[src/rtl/usb_upload_pkg.sv]
// usb_upload_pkg: shared constants and FSM encoding for the endpoint-2 upload arbiter
package usb_upload_pkg;
  localparam logic [7:0] HDR_SYNC = 8'hA5;
  typedef enum logic [1:0] {IDLE, GRANT, HDR, PAYLOAD} state_t;
  localparam logic [1:0] HDR_IDX_SYNC   = 2'd0;
  localparam logic [1:0] HDR_IDX_CH     = 2'd1;
  localparam logic [1:0] HDR_IDX_LEN_LO = 2'd2;
  localparam logic [1:0] HDR_IDX_LEN_HI = 2'd3;
endpackage

[src/rtl/upload_ch_fifo.sv]
// upload_ch_fifo: first-word-fall-through byte FIFO for one upload channel.
// Ports: i_clk/i_rst_n clock and async active-low reset; i_wr_data/i_wr_en push;
// i_rd_en pop (head is always visible on o_rd_data); o_count occupancy;
// o_full/o_empty status; o_ready accepts a write, including when full but popping.
module upload_ch_fifo #(
  parameter int AW = 6
) (
  input  logic          i_clk,
  input  logic          i_rst_n,
  input  logic [7:0]    i_wr_data,
  input  logic          i_wr_en,
  input  logic          i_rd_en,
  output logic [7:0]    o_rd_data,
  output logic [AW:0]   o_count,
  output logic          o_full,
  output logic          o_empty,
  output logic          o_ready
);
  logic [7:0] mem [2**AW];
  logic [AW:0] wr_ptr, rd_ptr;
  logic wr, rd;
  // Pointers carry one extra bit so full and empty are distinguishable.
  assign o_count = wr_ptr - rd_ptr;
  assign o_full = o_count[AW];
  assign o_empty = wr_ptr == rd_ptr;
  assign rd = i_rd_en && !o_empty;
  assign o_ready = !o_full || rd;
  assign wr = i_wr_en && o_ready;
  assign o_rd_data = mem[rd_ptr[AW-1:0]];
  always_ff @(posedge i_clk or negedge i_rst_n)
    if (!i_rst_n) begin
      wr_ptr <= '0;
      rd_ptr <= '0;
    end else begin
      wr_ptr <= wr_ptr + {{AW{1'b0}}, wr};
      rd_ptr <= rd_ptr + {{AW{1'b0}}, rd};
    end
  always_ff @(posedge i_clk)
    if (wr) mem[wr_ptr[AW-1:0]] <= i_wr_data;
endmodule

[src/rtl/usb_upload_arbiter.sv]
// usb_upload_arbiter: merges NUM_CH byte channels into one framed upload stream.
// Ports: i_clk/i_rst_n clock and async active-low reset; i_ch_data/i_ch_valid
// per-channel write (o_ch_ready not-full, o_ch_ovf sticky drop flag, i_ovf_clr
// clears it); o_tx_data/o_tx_valid/i_tx_ready merged stream; o_busy FSM not idle.
module usb_upload_arbiter
  import usb_upload_pkg::*;
#(
  parameter int NUM_CH    = 2,
  parameter int FIFO_AW   = 6,
  parameter int MAX_BURST = 64,
  parameter int FRAME_EN  = 1
) (
  input  logic                i_clk,
  input  logic                i_rst_n,
  input  logic [NUM_CH*8-1:0] i_ch_data,
  input  logic [NUM_CH-1:0]   i_ch_valid,
  output logic [NUM_CH-1:0]   o_ch_ready,
  output logic [NUM_CH-1:0]   o_ch_ovf,
  input  logic                i_ovf_clr,
  output logic [7:0]          o_tx_data,
  output logic                o_tx_valid,
  input  logic                i_tx_ready,
  output logic                o_busy
);
  localparam int LW = FIFO_AW + 1;
  localparam logic [LW-1:0] MB = LW'(MAX_BURST);
  state_t state, state_n;
  logic [2:0] last_grant, nxt;
  logic [LW-1:0] rem, lvl, blen;
  logic [1:0] hdr_idx;
  logic [NUM_CH-1:0] empty, full, pop;
  logic [7:0] rd_data [NUM_CH];
  logic [LW-1:0] cnt [NUM_CH];
  logic [7:0] pay_data, hdr_byte;
  logic [15:0] len16;
  logic xfer, found;
  generate
    for (genvar k = 0; k < NUM_CH; k++) begin : g_ch
      assign pop[k] = state == PAYLOAD && i_tx_ready && last_grant == 3'(k);
      upload_ch_fifo #(.AW(FIFO_AW)) u_fifo (
        .i_clk    (i_clk),
        .i_rst_n  (i_rst_n),
        .i_wr_data(i_ch_data[8*k +: 8]),
        .i_wr_en  (i_ch_valid[k]),
        .i_rd_en  (pop[k]),
        .o_rd_data(rd_data[k]),
        .o_count  (cnt[k]),
        .o_full   (full[k]),
        .o_empty  (empty[k]),
        .o_ready  (o_ch_ready[k])
      );
    end
  endgenerate
  // Round-robin: channels above last_grant first, then wrap to the lowest index.
  // The burst length includes a write landing in the GRANT cycle itself; nothing
  // pops during GRANT, so that write is accepted exactly when the FIFO is not full.
  always_comb begin
    found = 1'b0;
    nxt = last_grant;
    lvl = '0;
    pay_data = '0;
    for (int k = 0; k < NUM_CH; k++)
      if (!found && !empty[k] && 3'(k) > last_grant) begin
        found = 1'b1;
        nxt = 3'(k);
      end
    for (int k = 0; k < NUM_CH; k++)
      if (!found && !empty[k]) begin
        found = 1'b1;
        nxt = 3'(k);
      end
    for (int k = 0; k < NUM_CH; k++) begin
      if (nxt == 3'(k)) lvl = cnt[k] + {{FIFO_AW{1'b0}}, i_ch_valid[k] && !full[k]};
      if (last_grant == 3'(k)) pay_data = rd_data[k];
    end
  end
  assign blen = lvl > MB ? MB : lvl;
  assign xfer = o_tx_valid && i_tx_ready;
  // rem is untouched during HDR, so it still holds the full burst length there.
  assign len16 = 16'(rem);
  assign hdr_byte = hdr_idx == HDR_IDX_SYNC   ? HDR_SYNC :
                    hdr_idx == HDR_IDX_CH     ? {5'b0, last_grant} :
                    hdr_idx == HDR_IDX_LEN_LO ? len16[7:0] : len16[15:8];
  assign o_tx_valid = state == HDR || state == PAYLOAD;
  assign o_tx_data = state == PAYLOAD ? pay_data : state == HDR ? hdr_byte : 8'h00;
  assign o_busy = state != IDLE;
  always_comb begin
    state_n = state;
    case (state)
      IDLE:    state_n = |(~empty) ? GRANT : IDLE;
      GRANT:   state_n = FRAME_EN != 0 ? HDR : PAYLOAD;
      HDR:     state_n = xfer && hdr_idx == HDR_IDX_LEN_HI ? PAYLOAD : HDR;
      PAYLOAD: state_n = xfer && rem == LW'(1) ? IDLE : PAYLOAD;
      default: state_n = IDLE;
    endcase
  end
  always_ff @(posedge i_clk or negedge i_rst_n)
    if (!i_rst_n) begin
      state <= IDLE;
      last_grant <= 3'(NUM_CH - 1);
      rem <= '0;
      hdr_idx <= HDR_IDX_SYNC;
      o_ch_ovf <= '0;
    end else begin
      state <= state_n;
      o_ch_ovf <= (i_ch_valid & ~o_ch_ready) | (i_ovf_clr ? '0 : o_ch_ovf);
      if (state == GRANT) begin
        last_grant <= nxt;
        rem <= blen;
        hdr_idx <= HDR_IDX_SYNC;
      end
      if (state == HDR && xfer) hdr_idx <= hdr_idx + 2'd1;
      if (state == PAYLOAD && xfer) rem <= rem - LW'(1);
    end
endmodule

[config.mk]
export PLATFORM = sky130hd
export DESIGN_NAME = usb_upload_arbiter
export DESIGN_NICKNAME = d
export VERILOG_FILES = /design/src/rtl/usb_upload_pkg.sv /design/src/rtl/upload_ch_fifo.sv /design/src/rtl/usb_upload_arbiter.sv
export SDC_FILE = /design/constraint.sdc
export NUM_CORES = 1
export LEC_CHECK = 0
export ABC_AREA = 1
export BUFFER_PORTS_ARGS = -buffer_cell sky130_fd_sc_hd__buf_2
export CAP_MARGIN = 20
export CORE_MARGIN = 2
export CORE_UTILIZATION = 59
export DETAILED_ROUTE_END_ITERATION = 8
export PLACE_DENSITY = 0.75
export SETUP_SLACK_MARGIN = 0.15
export SKIP_CTS_REPAIR_TIMING = 1
export SYNTH_ARGS = -nofsm -noshare
export SYNTH_HDL_FRONTEND = slang
export SYNTH_SLANG_ARGS = --single-unit
[constraint.sdc]
create_clock -name i_clk -period 5 [get_ports i_clk]
set_input_delay 0.5 -clock i_clk [delete_from_list [all_inputs] [get_ports i_clk]]
set_output_delay 0.5 -clock i_clk [all_outputs]
set_load 0.01 [all_outputs]
==> summary.txt, run 1 <==
MIN PATH
----------------------------------------------------------------------------------------------------
Worst min path class                                                                    input pin to async pin

WORST SETUP PATH
----------------------------------------------------------------------------------------------------
Endpoint of the worst setup timing path                                                 o_tx_data[1]
Worst-path maximum fanout                                                                         90
Terminus of the critical flop-to-flop path                                              g_ch[1].u_fifo.mem[39][1]$_DFFE_PP_
Source of the critical timing path                                                      g_ch[0].u_fifo.rd_ptr[0]$_DFF_PN0_
Biggest cell delay along the critical path                                                    500 ps
Category of the worst setup path launch point                                              flip-flop
Cell mode on critical path                                                                   nand2_1
Register-to-Register Path Depth                                                                   11
CP Depth                                                                                          14
Data required time of the critical path                                                      4500 ps
Sum of buffers and inverters on the critical path                                                  4
Worst path cell trace                                                                   buf_4, inv_6, buf_12, o21ai_0, o22ai_1, nand2_1, o211ai_1, nand3_1, nand3_1, nand3_1, nand2_1, nand2_1, nand2_1, buf_2
Type of the worst setup path                                                            flip-flop to output pin
Reg2Reg Setup Slack                                                                           640 ps
Standard cell with the maximum stage delay on the critical path                              dfrtp_4
Crit path capture type                                                                    output pin
Reg-to-Reg Start                                                                        g_ch[1].u_fifo.rd_ptr[4]$_DFF_PN0_
Cell family with the largest share of critical-path delay                               buffers and inverters
Crit path DAT                                                                                3910 ps

LAYOUT
----------------------------------------------------------------------------------------------------
Fin area                                                                                   48700 µm²
Layout area overhead                                                                           10.1%
Count of nets after finishing                                                                   3588
Diodes inserted                                                                                    0
Fin util                                                                                       65.5%
Share of final-layout standard cells stronger than drive strength 1                            7.89%
Layout filler cell count                                                                        5262
Cell Count, Final, Fillers Out                                                                  4594

DIE
----------------------------------------------------------------------------------------------------
Die Outline Area                                                                           77200 µm²
Horizontal die dimension                                                                      278 µm
Std-Cell Core Area                                                                         74300 µm²
Vertical die dimension                                                                        278 µm
Number of top-level pins                                                                          36
Initial core utilization                                                                       59.5%
Number of cell rows                                                                              100

CLOCKING
----------------------------------------------------------------------------------------------------
Number of buffers on the longest clock path                                                        3
Clock-pin slew reported for the worst setup and hold paths after clock tree synthesis          70 ps
Total clock sinks                                                                               1068
CTS root buf                                                                               clkbuf_16
Worst-Skew Late Latency                                                                       680 ps
CTS tree                                                                                        done
Number of H-tree levels                                                                            3
Clock buffer count from CTS                                                                      105

SYNTH
----------------------------------------------------------------------------------------------------
Main flop type after synthesis                                                              edfxtp_1
Number of distinct library cells after synthesis                                                  40
Post-synthesis instance total                                                                   3544
Netlist area before placement                                                              44200 µm²
Mean Syn Cell Area                                                                          12.5 µm²
Number of flip-flops and latches in the synthesized netlist                                     1068
Largest area contributor in the synthesized netlist                                         edfxtp_1
Mux cell area share after synthesis                                                            1.06%
Portion of the post-synthesis area used by sequential elements                                 72.0%
Async set-or-reset flop fraction in the synthesized netlist                                    4.12%
Adder-cell share of the synthesized area                                                      0.939%
Post-synthesis net count                                                                        3598
Synthesized-area fraction occupied by ao, oa, aoi and oai cells                                10.9%
Fraction of post-synthesis cell area in the top cell type by area                              69.5%
Simple-gate portion of the synthesized area                                                    11.2%
Largest family of logic cells by synthesized area                                       simple AND/OR/NAND/NOR gates
Warnings from Yosys                                                                                0
Number of flops mapped to enable cells by yosys                                                 1024
Synth area leaders                                                                      edfxtp_1, nor2_1, o21ai_0, nand2_1, dfrtp_1
XOR/XNOR Fraction of Synth Area                                                               0.554%

TIMING
----------------------------------------------------------------------------------------------------
Worst slew slack as a fraction of its limit                                                    23.6%
Sum Neg Setup Slack                                                                             0 ps
Max-slew violations                                                                                0
Clock skew                                                                                   34.7 ps
Shortest clock period the worst path allows after layout                                     4410 ps
Final worst slack                                                                             585 ps
Transition time of the tightest slew-check pin                                               1150 ps
Hold Slack                                                                                  -59.2 ps
Part of the cycle the worst path needs                                                         88.3%
Count of final setup violators                                                                     0
Count of final hold-check violations                                                              36
Top achievable clock speed                                                                 0.227 GHz
Unrepaired setup endpoints after global routing                                                false

STATUS
----------------------------------------------------------------------------------------------------
Failing checks                                                                           hold timing
Run status                                                                              finished, violations left

PLACEMENT
----------------------------------------------------------------------------------------------------
HPWL after detailed placement                                                               60700 µm
Placed insts                                                                                    4396
Routability cong.                                                                              0.934
Worst-case setup slack after placement                                                        852 ps
Cell area after placement                                                                  45100 µm²
Number of I/O port buffers                                                                        35

GLOBAL ROUTE
----------------------------------------------------------------------------------------------------
Largest net degree at the start of global routing                                                208
Via count of the first global-routing pass                                                     27389
Number of antenna violations at the first check in global routing                                  0
First-pass GRT wire length                                                                 162000 µm
Overall overflow remaining after global route                                                      0
Overall fraction of global-route tracks in use                                                 27.4%

ROUTING
----------------------------------------------------------------------------------------------------
Routed wire per std cell                                                                     23.2 µm
Via/cell ratio                                                                                  6.21
Post-DRT Antenna Nets                                                                              0
Pre-Repair DR Iteration Count                                                                      6
Total Routed Length                                                                        106000 µm
First DRT Iteration DRCs                                                                        3414
Total number of vias                                                                           28506
Drc violations                                                                                     0

FLOW RUN
----------------------------------------------------------------------------------------------------
Number of max-cap violations                                                                       0

POWER AND IR DROP
----------------------------------------------------------------------------------------------------
Post-layout total power                                                                      27.7 mW
Cell area power density                                                                   569 nW/µm²
Worst IR drop on VDD                                                                        0.667 mV
Leakage power                                                                                16.6 nW

==> metal layers <==
layer	vias up	GRT usage [%]	wire, µm
li1	12960	-	-
met5	-	0	0
met3	253	4.14	9310
met4	0	11.8	4450
met1	13825	38.0	42000
met2	1468	43.8	50600
==> cell usage in the layout (no fill, tap or decap), types with 25 or more instances in the layout <==
cell type | netlist | final
a21oi_1 | 84 | 84
o221ai_1 | 74 | 74
nand4_1 | 25 | 25
nand2_1 | 386 | 385
o21ai_0 | 376 | 376
nand3_1 | 154 | 154
ha_1 | 30 | 30
a21boi_0 | 35 | 35
buf_2 | 55 | 35
clkinv_2 | 0 | 25
o21ai_1 | 57 | 57
clkinv_1 | 5 | 28
xor2_1 | 27 | 27
dfrtp_1 | 43 | 38
clkbuf_16 | 0 | 107
inv_1 | 107 | 106
o211ai_1 | 95 | 95
buf_4 | 15 | 45
nor2_1 | 625 | 625
edfxtp_1 | 1024 | 1024
o22ai_1 | 96 | 96
mux2i_1 | 47 | 47
==> worst min path at each step <==
stage	start	to	slack [ps]	depth (start not counted)
finish	i_rst_n	g_ch[0].u_fifo.rd_ptr[1]$_DFF_PN0_	-60	2
global route	i_rst_n	g_ch[0].u_fifo.wr_ptr[4]$_DFF_PN0_	3	2
CTS	i_rst_n	state[0]$_DFF_PN0_	-50	2
detailed placement	last_grant[1]$_DFFE_PN0P_	last_grant[1]$_DFFE_PN0P_	490	2
global placement	g_ch[1].u_fifo.wr_ptr[6]$_DFF_PN0_	g_ch[1].u_fifo.wr_ptr[6]$_DFF_PN0_	480	1
floorplan	i_rst_n	g_ch[0].u_fifo.rd_ptr[0]$_DFF_PN0_	200	0
==> flip-flops by register name (all words and copies together) (netlist names) <==
signal / flops
g_ch.u_fifo.rd_ptr: 14
g_ch.u_fifo.wr_ptr: 14
hdr_idx: 2
state: 2
rem: 7
o_ch_ovf: 2
last_grant: 3
g_ch.u_fifo.mem: 1024
==> area by class of cell <==
class	instances	area [µm²]	share of cell area, %
well taps	969	1210	2.49
multi-input cells	2150	10900	22.4
repair buffers	89	693	1.42
inverters	120	460	0.946
clock inverters	74	771	1.58
clock buffers	124	2780	5.71
flip-flops and latches	1068	31900	65.4
==> logic make-up (layout without fill, tap and decap cells) <==
group,after synthesis,in the layout
AO/OA/AOI/OAI,819,819
XOR/XNOR,28,28
adder cells (fa/ha/maj),32,32
buffers and inverters,326,407
flip-flops,1068,1068
multiplexers,47,47
AND/OR/NAND/NOR,1224,1224
==> power by group <==
part	leakage, nW	internal [mW]	total [mW]	switching (mW)
Clock	1.74	4.66	8.04	3.37
Combinational	5.12	2.63	9.19	6.56
Sequential	9.72	10.2	10.5	0.282
Total	16.6	17.5	27.7	10.2
==> Yosys cell counts, drive strengths merged, types with 7 or more instances <==
library cell	number
dfrtp	43
mux2i	47
nand2	388
edfxtp	1024
o21ai	433
o22ai	96
inv	115
ha	30
xor2	27
nor2	629
nand4	25
a21oi	84
nand3	155
nor3	7
buf	100
o221ai	74
or2	14
o211ai	95
clkbuf	106
a21boi	35
No activity file was read; power rests on OpenSTA's default activity.
==> inputs of run 2 (changes only) <==
--- a/config.mk
+++ b/config.mk
@@ -8,6 +8,7 @@
 export ABC_AREA = 1
 export BUFFER_PORTS_ARGS = -buffer_cell sky130_fd_sc_hd__buf_2
 export CAP_MARGIN = 20
+export CORE_ASPECT_RATIO = 0.8
 export CORE_MARGIN = 2
 export CORE_UTILIZATION = 59
 export DETAILED_ROUTE_END_ITERATION = 8
==> run 2 against run 1 <==
- the flow now finishes without violations
- cell area decreased by 0.14%
- via count about the same
- sequential power about the same
==> summary.txt, run 2 (synthesis gave the netlist of run 1 again) <==
STATUS
----------------------------------------------------------------------------------------------------
Run status                                                                              complete, no violations

GLOBAL ROUTE
----------------------------------------------------------------------------------------------------
Largest net degree at the start of global routing                                                162   -22%
Via count of the first global-routing pass                                                     26519   -3.2%
Overall overflow remaining after global route                                                      0   unchanged
First-pass GRT wire length                                                                 162000 µm   about the same
Overall fraction of global-route tracks in use                                                 27.9%   +0.41 points
Number of antenna violations at the first check in global routing                                  3   +3

ROUTING
----------------------------------------------------------------------------------------------------
Via/cell ratio                                                                                  6.14   -1.1%
Drc violations                                                                                     0   unchanged
First DRT Iteration DRCs                                                                        4527   +33%
Total Routed Length                                                                        108000 µm   +1.2%
Total number of vias                                                                           28512   +0.021%
Routed wire per std cell                                                                     23.2 µm   about the same
Pre-Repair DR Iteration Count                                                                      9   +3
Post-DRT Antenna Nets                                                                              0   unchanged

TIMING
----------------------------------------------------------------------------------------------------
Final worst slack                                                                             468 ps   -117 ps
Clock skew                                                                                   29.0 ps   -5.71 ps
Unrepaired setup endpoints after global routing                                                false
Max-slew violations                                                                                0   unchanged
Transition time of the tightest slew-check pin                                               1150 ps   +5.10 ps
Count of final hold-check violations                                                               0   -100%
Top achievable clock speed                                                                 0.221 GHz   -2.6%
Sum Neg Setup Slack                                                                             0 ps   unchanged
Shortest clock period the worst path allows after layout                                     4530 ps   +117 ps
Worst slew slack as a fraction of its limit                                                    23.0%   -0.62 points
Count of final setup violators                                                                     0   unchanged
Part of the cycle the worst path needs                                                         90.6%   +2.3 points

PLACEMENT
----------------------------------------------------------------------------------------------------
Placed insts                                                                                    4459   +1.4%
Routability cong.                                                                              0.960   +2.8%
Worst-case setup slack after placement                                                       1080 ps   +229 ps
Number of I/O port buffers                                                                        35   unchanged
HPWL after detailed placement                                                               63800 µm   +5.1%

DIE
----------------------------------------------------------------------------------------------------
Number of top-level pins                                                                          36   unchanged
Die Outline Area                                                                           77200 µm²   about the same
Horizontal die dimension                                                                      310 µm   +12%
Number of cell rows                                                                               89   -11%
Std-Cell Core Area                                                                         73900 µm²   -0.51%
Vertical die dimension                                                                        249 µm   -10%
Initial core utilization                                                                       59.8%   +0.31 points

WORST SETUP PATH
----------------------------------------------------------------------------------------------------
Reg2Reg Setup Slack                                                                          1060 ps   +420 ps
Data required time of the critical path                                                      4500 ps   about the same
Terminus of the critical flop-to-flop path                                              g_ch[0].u_fifo.mem[12][0]$_DFFE_PP_
Register-to-Register Path Depth                                                                   14   +3
Source of the critical timing path                                                      g_ch[1].u_fifo.rd_ptr[0]$_DFF_PN0_
Crit path capture type                                                                    output pin
Reg-to-Reg Start                                                                        g_ch[0].u_fifo.wr_ptr[0]$_DFF_PN0_
Worst-path maximum fanout                                                                         66   -27%
Crit path DAT                                                                                4030 ps   +120 ps
Type of the worst setup path                                                            flip-flop to output pin
Category of the worst setup path launch point                                              flip-flop

LAYOUT
----------------------------------------------------------------------------------------------------
Diodes inserted                                                                                    0   unchanged
Layout area overhead                                                                           9.93%
Count of nets after finishing                                                                   3616   +0.78%
Share of final-layout standard cells stronger than drive strength 1                            8.23%   +0.34 points
Cell Count, Final, Fillers Out                                                                  4647   +1.2%
Max reg flops                                                                                   1024   unchanged
Most used cells in the layout excluding fill and tap cells                              edfxtp_1, nor2_1, nand2_1
Leading cell type in the layout, fill and taps excluded                                     edfxtp_1

CLOCKING
----------------------------------------------------------------------------------------------------
CTS tree                                                                                        done
Number of buffers on the longest clock path                                                        3   unchanged
Worst-Skew Late Latency                                                                       670 ps   about the same
Clock buffer count from CTS                                                                       99   -5.7%
CTS root buf                                                                               clkbuf_16
Clock-pin slew reported for the worst setup and hold paths after clock tree synthesis          70 ps   about the same
Total clock sinks                                                                               1068   unchanged
Number of H-tree levels                                                                            3   unchanged

POWER AND IR DROP
----------------------------------------------------------------------------------------------------
Switching power total                                                                        10.3 mW   +1.3%
Switching power share of the total                                                             37.7%   +0.89 points
Fraction of power consumed by the clock network                                                27.2%   -1.8 points
Post-layout total power                                                                      27.4 mW   -1.1%
Combinational share of power                                                                   34.6%   +1.5 points
Cell area power density                                                                   564 nW/µm²   -0.94%
Internal power component                                                                     17.1 mW   -2.5%
Sequential cell fraction of total power                                                        38.3%   +0.4 points
Worst IR drop on VDD                                                                        0.574 mV   -14%
Leakage power                                                                                16.6 nW   about the same

MIN PATH
----------------------------------------------------------------------------------------------------
Cell depth of the worst min-delay path                                                             2
Worst min path class                                                                    input pin to flip-flop
Hold worst-path end                                                                     o_ch_ovf[0]$_DFF_PN0_
Worst Min Path Start                                                                       i_ovf_clr

FLOW RUN
----------------------------------------------------------------------------------------------------
Number of max-cap violations                                                                       0   unchanged

-- run 2: stage by stage --
step	hold WS [ps]	instance area, µm²	utilization, %
final	179	48600	65.8
after global routing	175	48600	65.8
after CTS	-60.3	48600	65.7
after detailed placement	493	45400	61.4
after global placement	481	45400	61.4
after floorplan	204	44200	-
-- run 2: how the worst max path moves through the flow --
stage	end	depth (start not counted)
floorplan	rem[4]$_DFFE_PN0P_	22
global placement	g_ch[0].u_fifo.mem[36][3]$_DFFE_PP_	14
detailed placement	g_ch[0].u_fifo.mem[36][4]$_DFFE_PP_	14
CTS	o_tx_data[5]	15
global route	o_tx_data[2]	17
finish	o_tx_data[5]	15
-- run 2: area by class of cell --
type                    instances  area [µm²]
flip-flops and latches       1068       31900
fillers                      5354       25300
multi-input cells            2150       10900
clock buffers                 125        2640
well taps                    1001        1250
repair buffers                123         930
clock inverters                60         567
inverters                     120         460
-- run 2: power by group through the flow --
stage	combinational (mW)	clock, mW	sequential (mW)
after floorplan	6.32	0	10.6
after global placement	9.07	0	10.7
after detailed placement	9.20	0	10.7
after CTS	9.25	7.50	10.5
after global routing	10.3	7.86	10.5
final	9.48	7.45	10.5
-- run 2: per-layer routing --
metal	wire, µm	track usage, %	share of wire, %	vias to the layer above
met5	13	0	0.012	-
met4	1930	5.98	1.8	2
met3	13800	8.75	13	156
met2	46300	38.4	43	1491
met1	45600	43.6	42	13875
li1	-	-	-	12988
-- run 2: worst max-delay path, stage by stage (launching register included) --
cell and delay, ps:
dfrtp_4 470, buf_4 510, buf_4 670, o21ai_0 210, o211ai_1 270, o211ai_1 160, nand2_1 130, nand2_1 70
nand2_1 90, inv_2 30, nand2_1 90, nand2_1 60, nand2_1 220, nand2_1 80, nand2_1 80, buf_2 130
